$ cat src/rtl/nx_fifo_srfram_mc.sv
// Multi-channel FIFO: N_CH logical queues sharing one 1R1W sync-read RAM, fixed region per channel.
// Optional high-water-mark tracking is enabled by defining NX_FIFO_SRFRAM_MC_HWM_EN.
module nx_fifo_srfram_mc #(
    parameter int N_CH        = 4,
    parameter int N_DATA_BITS = 32,
    parameter int N_ENTRIES   = 12,
    parameter int AFULL_BITS  = 4,
    localparam int CH_W  = (N_CH > 1) ? $clog2(N_CH) : 1,
    localparam int DEP_W = $clog2(N_ENTRIES + 1)
) (
    input  logic                    clk,
    input  logic                    rst_n,
    input  logic                    wr,
    input  logic [CH_W-1:0]         wr_ch,
    input  logic [N_DATA_BITS-1:0]  wr_data,
    input  logic                    rd,
    input  logic [CH_W-1:0]         rd_ch,
    output logic                    rd_valid,
    output logic [N_DATA_BITS-1:0]  rd_data,
    output logic [CH_W-1:0]         rd_data_ch,
    output logic [N_CH-1:0]         empty,
    output logic [N_CH-1:0]         full,
    output logic [N_CH-1:0]         afull,
    input  logic [AFULL_BITS-1:0]   afull_thresh,
    output logic [N_CH*DEP_W-1:0]   depth,
    output logic [N_CH-1:0]         ovf,
    output logic [N_CH-1:0]         unf,
    input  logic [N_CH-1:0]         err_clr,
    output logic [N_CH*DEP_W-1:0]   hwm
);

    localparam int PTR_W     = $clog2(N_ENTRIES);
    localparam int RAM_DEPTH = N_CH * N_ENTRIES;
    localparam int AW        = $clog2(RAM_DEPTH);
    localparam bit CH_POW2   = ((1 << CH_W) == N_CH);

    logic [N_DATA_BITS-1:0] mem_r [RAM_DEPTH];
    logic [PTR_W-1:0]       wptr_r [N_CH];
    logic [PTR_W-1:0]       rptr_r [N_CH];
    logic [DEP_W-1:0]       depth_r [N_CH];
    logic [DEP_W-1:0]       depth_nxt_s [N_CH];
    logic [N_CH-1:0]        empty_r, full_r, afull_r, ovf_r, unf_r;
    logic [N_CH-1:0]        empty_nxt_s, full_nxt_s, afull_nxt_s, ovf_nxt_s, unf_nxt_s;
    logic [N_CH-1:0]        push_ch_s, pop_ch_s;
    logic                   wr_ch_ok_s, rd_ch_ok_s;
    logic                   push_acc_s, pop_acc_s;
    logic [AW-1:0]          waddr_s, raddr_s;
    logic                   rd_valid_r;
    logic [N_DATA_BITS-1:0] rd_data_r;
    logic [CH_W-1:0]        rd_data_ch_r;

    function automatic logic [PTR_W-1:0] ptr_inc(input logic [PTR_W-1:0] p);
        if (p == PTR_W'(N_ENTRIES - 1)) begin
            return {PTR_W{1'b0}};
        end else begin
            return p + PTR_W'(1);
        end
    endfunction

    // Channel numbers beyond N_CH only exist when N_CH is not a power of two
    if (CH_POW2) begin : g_ch_pow2
        assign wr_ch_ok_s = 1'b1;
        assign rd_ch_ok_s = 1'b1;
    end else begin : g_ch_npow2
        assign wr_ch_ok_s = (wr_ch < CH_W'(N_CH));
        assign rd_ch_ok_s = (rd_ch < CH_W'(N_CH));
    end

    assign push_acc_s = wr && wr_ch_ok_s && !full_r[wr_ch];
    assign pop_acc_s  = rd && rd_ch_ok_s && !empty_r[rd_ch];
    assign waddr_s    = AW'(int'(wr_ch) * N_ENTRIES + int'(wptr_r[wr_ch]));
    assign raddr_s    = AW'(int'(rd_ch) * N_ENTRIES + int'(rptr_r[rd_ch]));

    // Per-channel next-state occupancy, flags and sticky errors (clear beats set)
    always_comb begin
        push_ch_s   = {N_CH{1'b0}};
        pop_ch_s    = {N_CH{1'b0}};
        empty_nxt_s = {N_CH{1'b1}};
        full_nxt_s  = {N_CH{1'b0}};
        afull_nxt_s = {N_CH{1'b0}};
        ovf_nxt_s   = {N_CH{1'b0}};
        unf_nxt_s   = {N_CH{1'b0}};
        for (int c = 0; c < N_CH; c++) begin
            push_ch_s[c] = push_acc_s && (wr_ch == CH_W'(c));
            pop_ch_s[c]  = pop_acc_s && (rd_ch == CH_W'(c));
            case ({push_ch_s[c], pop_ch_s[c]})
                2'b10:   depth_nxt_s[c] = depth_r[c] + DEP_W'(1);
                2'b01:   depth_nxt_s[c] = depth_r[c] - DEP_W'(1);
                default: depth_nxt_s[c] = depth_r[c];
            endcase
            empty_nxt_s[c] = (depth_nxt_s[c] == {DEP_W{1'b0}});
            full_nxt_s[c]  = (depth_nxt_s[c] == DEP_W'(N_ENTRIES));
            afull_nxt_s[c] = (32'(depth_nxt_s[c]) >= 32'(afull_thresh));
            if (err_clr[c]) begin
                ovf_nxt_s[c] = 1'b0;
                unf_nxt_s[c] = 1'b0;
            end else begin
                ovf_nxt_s[c] = ovf_r[c] | (wr && full_r[c] && (wr_ch == CH_W'(c)));
                unf_nxt_s[c] = unf_r[c] | (rd && empty_r[c] && (rd_ch == CH_W'(c)));
            end
        end
    end

    // Pointer, occupancy and status registers
    always_ff @(posedge clk or negedge rst_n) begin
        if (!rst_n) begin
            for (int c = 0; c < N_CH; c++) begin
                wptr_r[c]  <= {PTR_W{1'b0}};
                rptr_r[c]  <= {PTR_W{1'b0}};
                depth_r[c] <= {DEP_W{1'b0}};
            end
            empty_r <= {N_CH{1'b1}};
            full_r  <= {N_CH{1'b0}};
            afull_r <= {N_CH{1'b0}};
            ovf_r   <= {N_CH{1'b0}};
            unf_r   <= {N_CH{1'b0}};
        end else begin
            for (int c = 0; c < N_CH; c++) begin
                depth_r[c] <= depth_nxt_s[c];
            end
            if (push_acc_s) begin
                wptr_r[wr_ch] <= ptr_inc(wptr_r[wr_ch]);
            end
            if (pop_acc_s) begin
                rptr_r[rd_ch] <= ptr_inc(rptr_r[rd_ch]);
            end
            empty_r <= empty_nxt_s;
            full_r  <= full_nxt_s;
            afull_r <= afull_nxt_s;
            ovf_r   <= ovf_nxt_s;
            unf_r   <= unf_nxt_s;
        end
    end

    // Shared storage array, no reset so it maps onto a RAM macro
    always_ff @(posedge clk) begin
        if (push_acc_s) begin
            mem_r[waddr_s] <= wr_data;
        end
    end

    // Synchronous read port; data and channel hold while no pop is accepted
    always_ff @(posedge clk or negedge rst_n) begin
        if (!rst_n) begin
            rd_valid_r   <= 1'b0;
            rd_data_r    <= {N_DATA_BITS{1'b0}};
            rd_data_ch_r <= {CH_W{1'b0}};
        end else begin
            rd_valid_r <= pop_acc_s;
            if (pop_acc_s) begin
                rd_data_r    <= mem_r[raddr_s];
                rd_data_ch_r <= rd_ch;
            end
        end
    end

    // Pack per-channel occupancy onto the flat output bus
    always_comb begin
        depth = {(N_CH*DEP_W){1'b0}};
        for (int c = 0; c < N_CH; c++) begin
            depth[c*DEP_W +: DEP_W] = depth_r[c];
        end
    end

`ifdef NX_FIFO_SRFRAM_MC_HWM_EN
    logic [DEP_W-1:0] hwm_r [N_CH];

    // High-water mark tracks peak next-state depth; err_clr rebases it to the current depth
    always_ff @(posedge clk or negedge rst_n) begin
        if (!rst_n) begin
            for (int c = 0; c < N_CH; c++) begin
                hwm_r[c] <= {DEP_W{1'b0}};
            end
        end else begin
            for (int c = 0; c < N_CH; c++) begin
                if (err_clr[c]) begin
                    hwm_r[c] <= depth_r[c];
                end else if (depth_nxt_s[c] > hwm_r[c]) begin
                    hwm_r[c] <= depth_nxt_s[c];
                end
            end
        end
    end

    // Pack high-water marks onto the flat output bus
    always_comb begin
        hwm = {(N_CH*DEP_W){1'b0}};
        for (int c = 0; c < N_CH; c++) begin
            hwm[c*DEP_W +: DEP_W] = hwm_r[c];
        end
    end
`else
    assign hwm = {(N_CH*DEP_W){1'b0}};
`endif

    assign rd_valid   = rd_valid_r;
    assign rd_data    = rd_data_r;
    assign rd_data_ch = rd_data_ch_r;
    assign empty      = empty_r;
    assign full       = full_r;
    assign afull      = afull_r;
    assign ovf        = ovf_r;
    assign unf        = unf_r;

endmodule
$ cat config.mk
export PLATFORM = sky130hd
export DESIGN_NAME = nx_fifo_srfram_mc
export DESIGN_NICKNAME = d
export VERILOG_FILES = /design/src/rtl/nx_fifo_srfram_mc.sv
export SDC_FILE = /design/constraint.sdc
export NUM_CORES = 2
export LEC_CHECK = 0
export BUFFER_PORTS_ARGS = -buffer_cell sky130_fd_sc_hd__buf_2
export CORE_ASPECT_RATIO = 0.75
export CORE_MARGIN = 2
export CORE_UTILIZATION = 62
export DETAILED_ROUTE_END_ITERATION = 7
export PLACE_DENSITY = 0.79
export SLEW_MARGIN = 30
export SYNTH_ARGS = -nofsm -noshare
export SYNTH_HDL_FRONTEND = slang
export SYNTH_SLANG_ARGS = --single-unit
$ cat constraint.sdc
create_clock -name clk -period 5.2 [get_ports clk]
set_input_delay 0.52 -clock clk [delete_from_list [all_inputs] [get_ports clk]]
set_output_delay 0.52 -clock clk [all_outputs]
set_load 0.01 [all_outputs]
==> results.sh <==
export IMPL_drt_total_wl_um=164000
export IMPL_clock_tree_from_tritoncts="done"
export IMPL_route_detailed_vias_per_inst=6.61
export IMPL_slew_limit_headroom_pct=33.6
export IMPL_post_synthesis_compound_gate_area_fraction_pct=4.61
export IMPL_hold_class="in2reg"
export IMPL_netlist_top_cell_by_area="sky130_fd_sc_hd__edfxtp_1"
export IMPL_postRouteAntennaNets=0
export IMPL_worst_setup_hold_path_clk_slew_ns=0.06
export IMPL_io_buffer_count=118
export IMPL_number_of_enable_type_register_cells_in_the_synthesized_netlist=1536
export IMPL_timing_max_cap_violations=0
export IMPL_yosys_top_cells_area="sky130_fd_sc_hd__edfxtp_1, sky130_fd_sc_hd__mux2i_1, sky130_fd_sc_hd__dfrtp_1"
export IMPL_crit_start="rptr_r[14]$_DFFE_PN0N_"
export IMPL_hpwl_after_dpl_um=96300
export IMPL_track_usage_pct=30.6
export IMPL_finalCriticalPeriod_ns=4.05
export IMPL_post_synth_cell_area_avg_um2=16.6
export IMPL_crit_arrival_ns=4.69
export IMPL_critPathLaunchType="register"
export IMPL_crit_family="adder cells"
export IMPL_antenna_found_initial=2
export IMPL_number_of_warning_messages_in_the_yosys_log=0
export IMPL_core_area_um2=104000
export IMPL_worstPathMaxFanout=16
export IMPL_synth_top_family_by_area="multiplexers"
export IMPL_cts_path_max_buffers=3
export IMPL_detail_route_drc_violations=0
export IMPL_drt_pass1_iterations=8
export IMPL_synth_simple_area_share_pct=6.32
export IMPL_final_max_slew_violation_count=0
export IMPL_crit_chain="mux4_2 > ha_1 > fa_1 > nor2b_1 > and3_1 > buf_4 > a22oi_1 > and4_1 > o211ai_1 > o21ai_0"
export IMPL_slack_of_the_worst_reg_to_reg_path_ns=1.15
export IMPL_slowest_delay_ns=0.85
export IMPL_clk_root_buffer_cell="sky130_fd_sc_hd__clkbuf_16"
export IMPL_htree_levels=4
export IMPL_area_growth_synth_to_final_pct=11.5
export IMPL_fin_skew_ns=0.0263
export IMPL_synthFlopType="sky130_fd_sc_hd__edfxtp_1"
export IMPL_grt_pass1_wl_um=239000
export IMPL_globalRoute_totalOverflow=0
export IMPL_worst_skew_pair_late_latency_ns=0.77
export IMPL_cp_data_required_time_ns=5.84
export IMPL_peakVddDrop_v=0.000514
export IMPL_timing_final_crit_share_pct=77.9
export IMPL_std_cell_rows=102
export IMPL_dp_cells=5346
export IMPL_number_of_clock_buffers_inserted_by_tritoncts=143
export IMPL_synth_distinct_cells=67
export IMPL_clock_sink_count=1639
export IMPL_worstSetupEndpointType="register"
export IMPL_fin_cells=5617
export IMPL_fp_dieW_um=378
export IMPL_fin_tns_setup_ns=0
export IMPL_synth_top_area_share_pct=70.8
export IMPL_worstReg2RegStart="rptr_r[14]$_DFFE_PN0N_"
export IMPL_post_cts_resized=0
export IMPL_cp_depth=10
export IMPL_setup_viol_count_final=0
export IMPL_nets=4186
export IMPL_design_portCount=135
export IMPL_power_leakage_uw=0.0244
export IMPL_fillerInstances=6385
export IMPL_place_congestion=0.880
export IMPL_worstSetupPathType="reg2reg"
export IMPL_synth_seq_area_share_pct=74.8
export IMPL_async_flop_share_pct=6.28
export IMPL_synth_area_um2=65100
export IMPL_yosys_area_share_adder_pct=0.830
export IMPL_wl_per_cell_um=29.1
export IMPL_rsz0062_at_grt="false"
export IMPL_r2r_end="rd_data[20]$_DFFE_PN0N_"
export IMPL_worstRegToRegCells=10
export IMPL_report_final_hold_viol_count=0
export IMPL_run_status="finished clean"
export IMPL_initial_cell_density_of_the_core_pct=62.9
export IMPL_number_of_register_bits_inferred_by_synthesis=1639
export IMPL_cpMaxStageDelayCell="sky130_fd_sc_hd__fa_1"
export IMPL_total_buffers_and_inverters_traversed_by_the_critical_path=1
export IMPL_die_h_um=285
export IMPL_crit_path_end="rd_data[20]$_DFFE_PN0N_"
export IMPL_detailroute_via_count=37100
export IMPL_timing_worst_slew_pin_value_ns=0.996
export IMPL_layout_drive_gt1_share_pct=14.9
export IMPL_die_outline_area_um2=108000
export IMPL_whs_ns=0.157
export IMPL_fin_util_pct=70.1
export IMPL_synth_cells=3913
export IMPL_power_density_nw_per_um2=506
export IMPL_largest_net_degree_at_the_start_of_global_routing=184
export IMPL_vias_in_the_first_global_route=36400
export IMPL_timing_fmax_ghz=0.247
export IMPL_detailedRoute_firstIterationViolations=5189
export IMPL_mux_share_of_post_synthesis_cell_area_pct=11.1
export IMPL_synth_xor_xnor_area_share_pct=0.269
-- cells in the mapped netlist (all sizes together), types with 14 or more instances --
cell type and n:
buf 143, o22ai 15, nand2b 15, nand2 489, inv 35, o211ai 16
and4 31, nand4 40, mux2i 523, nor2b 18, ha 40, o2111ai 19
nand3 114, o21bai 14, a21oi 24, a22o 27, nor2 113, xnor2 18
a31oi 82, clkbuf 81, mux4 71, dfrtp 99, edfxtp 1536, mux2 33
o21ai 48, and3 19, a22oi 136
-- state kept, by name, indices dropped and copies added (netlist names) --
signal and flops:
mem_r 1536, rd_data 32, depth 16, rptr_r 16, wptr_r 16, afull 4, empty 4, full 4
ovf 4, unf 4, rd_data_ch 2, rd_valid 1
-- area by class of cell --
type | count | area (um2) | area share (%)
Inverter | 35 | 160 | 0.220
Antenna cell | 4 | 10.0 | 0.0138
Clock buffer | 196 | 3900 | 5.37
Sequential cell | 1639 | 48700 | 67.0
Clock inverter | 62 | 593 | 0.816
Tap cell | 1404 | 1760 | 2.42
Multi-Input combinational cell | 2030 | 15600 | 21.4
Timing Repair Buffer | 247 | 1960 | 2.70
-- layer usage --
| metal | up-vias | wire [um] | GRT usage, % |
|---|---|---|---|
| met5 | - | 0 | 0 |
| met4 | 0 | 7010 | 12.8 |
| met3 | 412 | 19700 | 6.54 |
| met2 | 2586 | 75200 | 46.1 |
| met1 | 18500 | 61600 | 43.9 |
| li1 | 15600 | - | - |
-- report_power, final --
part	switching (uW)	leakage, uW	internal [uW]
clock	4670	0.00221	5700
sequential	553	0.0151	15300
combinational	6740	0.00711	3790
total	12000	0.0244	24800
-- worst register-to-register path, stage by stage, from the launching register on --
cell and delay (ns):
sky130_fd_sc_hd__dfrtp_1 0.40, sky130_fd_sc_hd__mux4_2 0.52, sky130_fd_sc_hd__ha_1 0.28, sky130_fd_sc_hd__fa_1 0.85, sky130_fd_sc_hd__nor2b_1 0.35, sky130_fd_sc_hd__and3_1 0.57, sky130_fd_sc_hd__buf_4 0.37, sky130_fd_sc_hd__a22oi_1 0.13
sky130_fd_sc_hd__and4_1 0.19, sky130_fd_sc_hd__o211ai_1 0.15, sky130_fd_sc_hd__o21ai_0 0.14
-- metrics by stage --
| step | area (um2) | worst slack, ns | total power, uW |
|---|---|---|---|
| 2_1_floorplan | 65200 | 0.824 | 22800 |
| 5_1_grt | 72600 | 1.04 | 37900 |
| 6_report | 72700 | 1.15 | 36700 |
| 4_1_cts | 72500 | 1.26 | 36600 |
| 3_3_place_gp | 68000 | 0.865 | 26100 |
| 3_5_place_dp | 68000 | 0.752 | 26400 |
-- kinds of logic after synthesis --
kind of cell	Yosys count
DFF	1639
muxes	627
adders and majority gates	42
other	1
AOI/OAI and AO/OA	424
and+or+nand+nor	901
xor gates and xnor gates	20
buffers and inverters	259
-- worst min path at each step --
| stage | startpoint | depth (start not counted) | endpoint | slack (ns) |
|---|---|---|---|---|
| floorplan | rst_n | 0 | afull[0]$_DFF_PN0_ | 0.22 |
| global placement | rd_data[25]$_DFFE_PN0N_ | 2 | rd_data[25]$_DFFE_PN0N_ | 0.46 |
| detailed placement | rd_data[25]$_DFFE_PN0N_ | 2 | rd_data[25]$_DFFE_PN0N_ | 0.47 |
| CTS | rd | 4 | rd_data_ch[1]$_DFFE_PN0N_ | 0.12 |
| global route | wr_data[3] | 1 | mem_r[46][3]$_DFFE_PP_ | 0.16 |
| finish | rd | 4 | rd_data_ch[1]$_DFFE_PN0N_ | 0.16 |
-- cell usage in the layout (no fill, tap or decap), types with 7 or more instances in the layout --
master | synthesis | layout
sky130_fd_sc_hd__a22o_1 | 27 | 27
sky130_fd_sc_hd__mux2_2 | 31 | 30
sky130_fd_sc_hd__buf_4 | 55 | 103
sky130_fd_sc_hd__nand3_1 | 114 | 114
sky130_fd_sc_hd__nor2b_1 | 18 | 18
sky130_fd_sc_hd__mux4_2 | 71 | 71
sky130_fd_sc_hd__clkinv_2 | 0 | 26
sky130_fd_sc_hd__dfrtp_1 | 99 | 99
sky130_fd_sc_hd__inv_1 | 32 | 32
sky130_fd_sc_hd__and3_1 | 19 | 19
sky130_fd_sc_hd__a21oi_1 | 24 | 24
sky130_fd_sc_hd__conb_1 | 1 | 16
sky130_fd_sc_hd__nor4_1 | 8 | 8
sky130_fd_sc_hd__a211oi_1 | 9 | 8
sky130_fd_sc_hd__buf_2 | 60 | 110
sky130_fd_sc_hd__xnor2_1 | 18 | 18
sky130_fd_sc_hd__o21ai_0 | 48 | 48
sky130_fd_sc_hd__bufinv_16 | 0 | 8
sky130_fd_sc_hd__ha_1 | 40 | 40
sky130_fd_sc_hd__nand2_1 | 489 | 489
sky130_fd_sc_hd__o211ai_1 | 16 | 16
sky130_fd_sc_hd__and4_1 | 31 | 31
sky130_fd_sc_hd__mux2i_1 | 522 | 522
sky130_fd_sc_hd__clkbuf_1 | 81 | 44
sky130_fd_sc_hd__a31oi_1 | 82 | 82
sky130_fd_sc_hd__clkbuf_16 | 0 | 146
sky130_fd_sc_hd__buf_12 | 0 | 28
sky130_fd_sc_hd__a22oi_1 | 136 | 136
sky130_fd_sc_hd__nor2_4 | 0 | 48
sky130_fd_sc_hd__nor3b_1 | 8 | 8
sky130_fd_sc_hd__nand4_1 | 40 | 40
sky130_fd_sc_hd__nand2b_1 | 15 | 14
sky130_fd_sc_hd__edfxtp_1 | 1536 | 1536
sky130_fd_sc_hd__o2111ai_1 | 19 | 19
sky130_fd_sc_hd__o22ai_1 | 15 | 15
sky130_fd_sc_hd__o21bai_1 | 14 | 14
sky130_fd_sc_hd__clkinv_1 | 0 | 13
sky130_fd_sc_hd__nor2_1 | 113 | 65
sky130_fd_sc_hd__inv_6 | 0 | 7
sky130_fd_sc_hd__or4_1 | 11 | 11
-- what timing repair did --
action / CTS / global route
buffers inserted: 0 / 0
hold endpoints to repair: 59 / 0
hold buffers: 5 / 0
(Power assumes the default switching activity.)
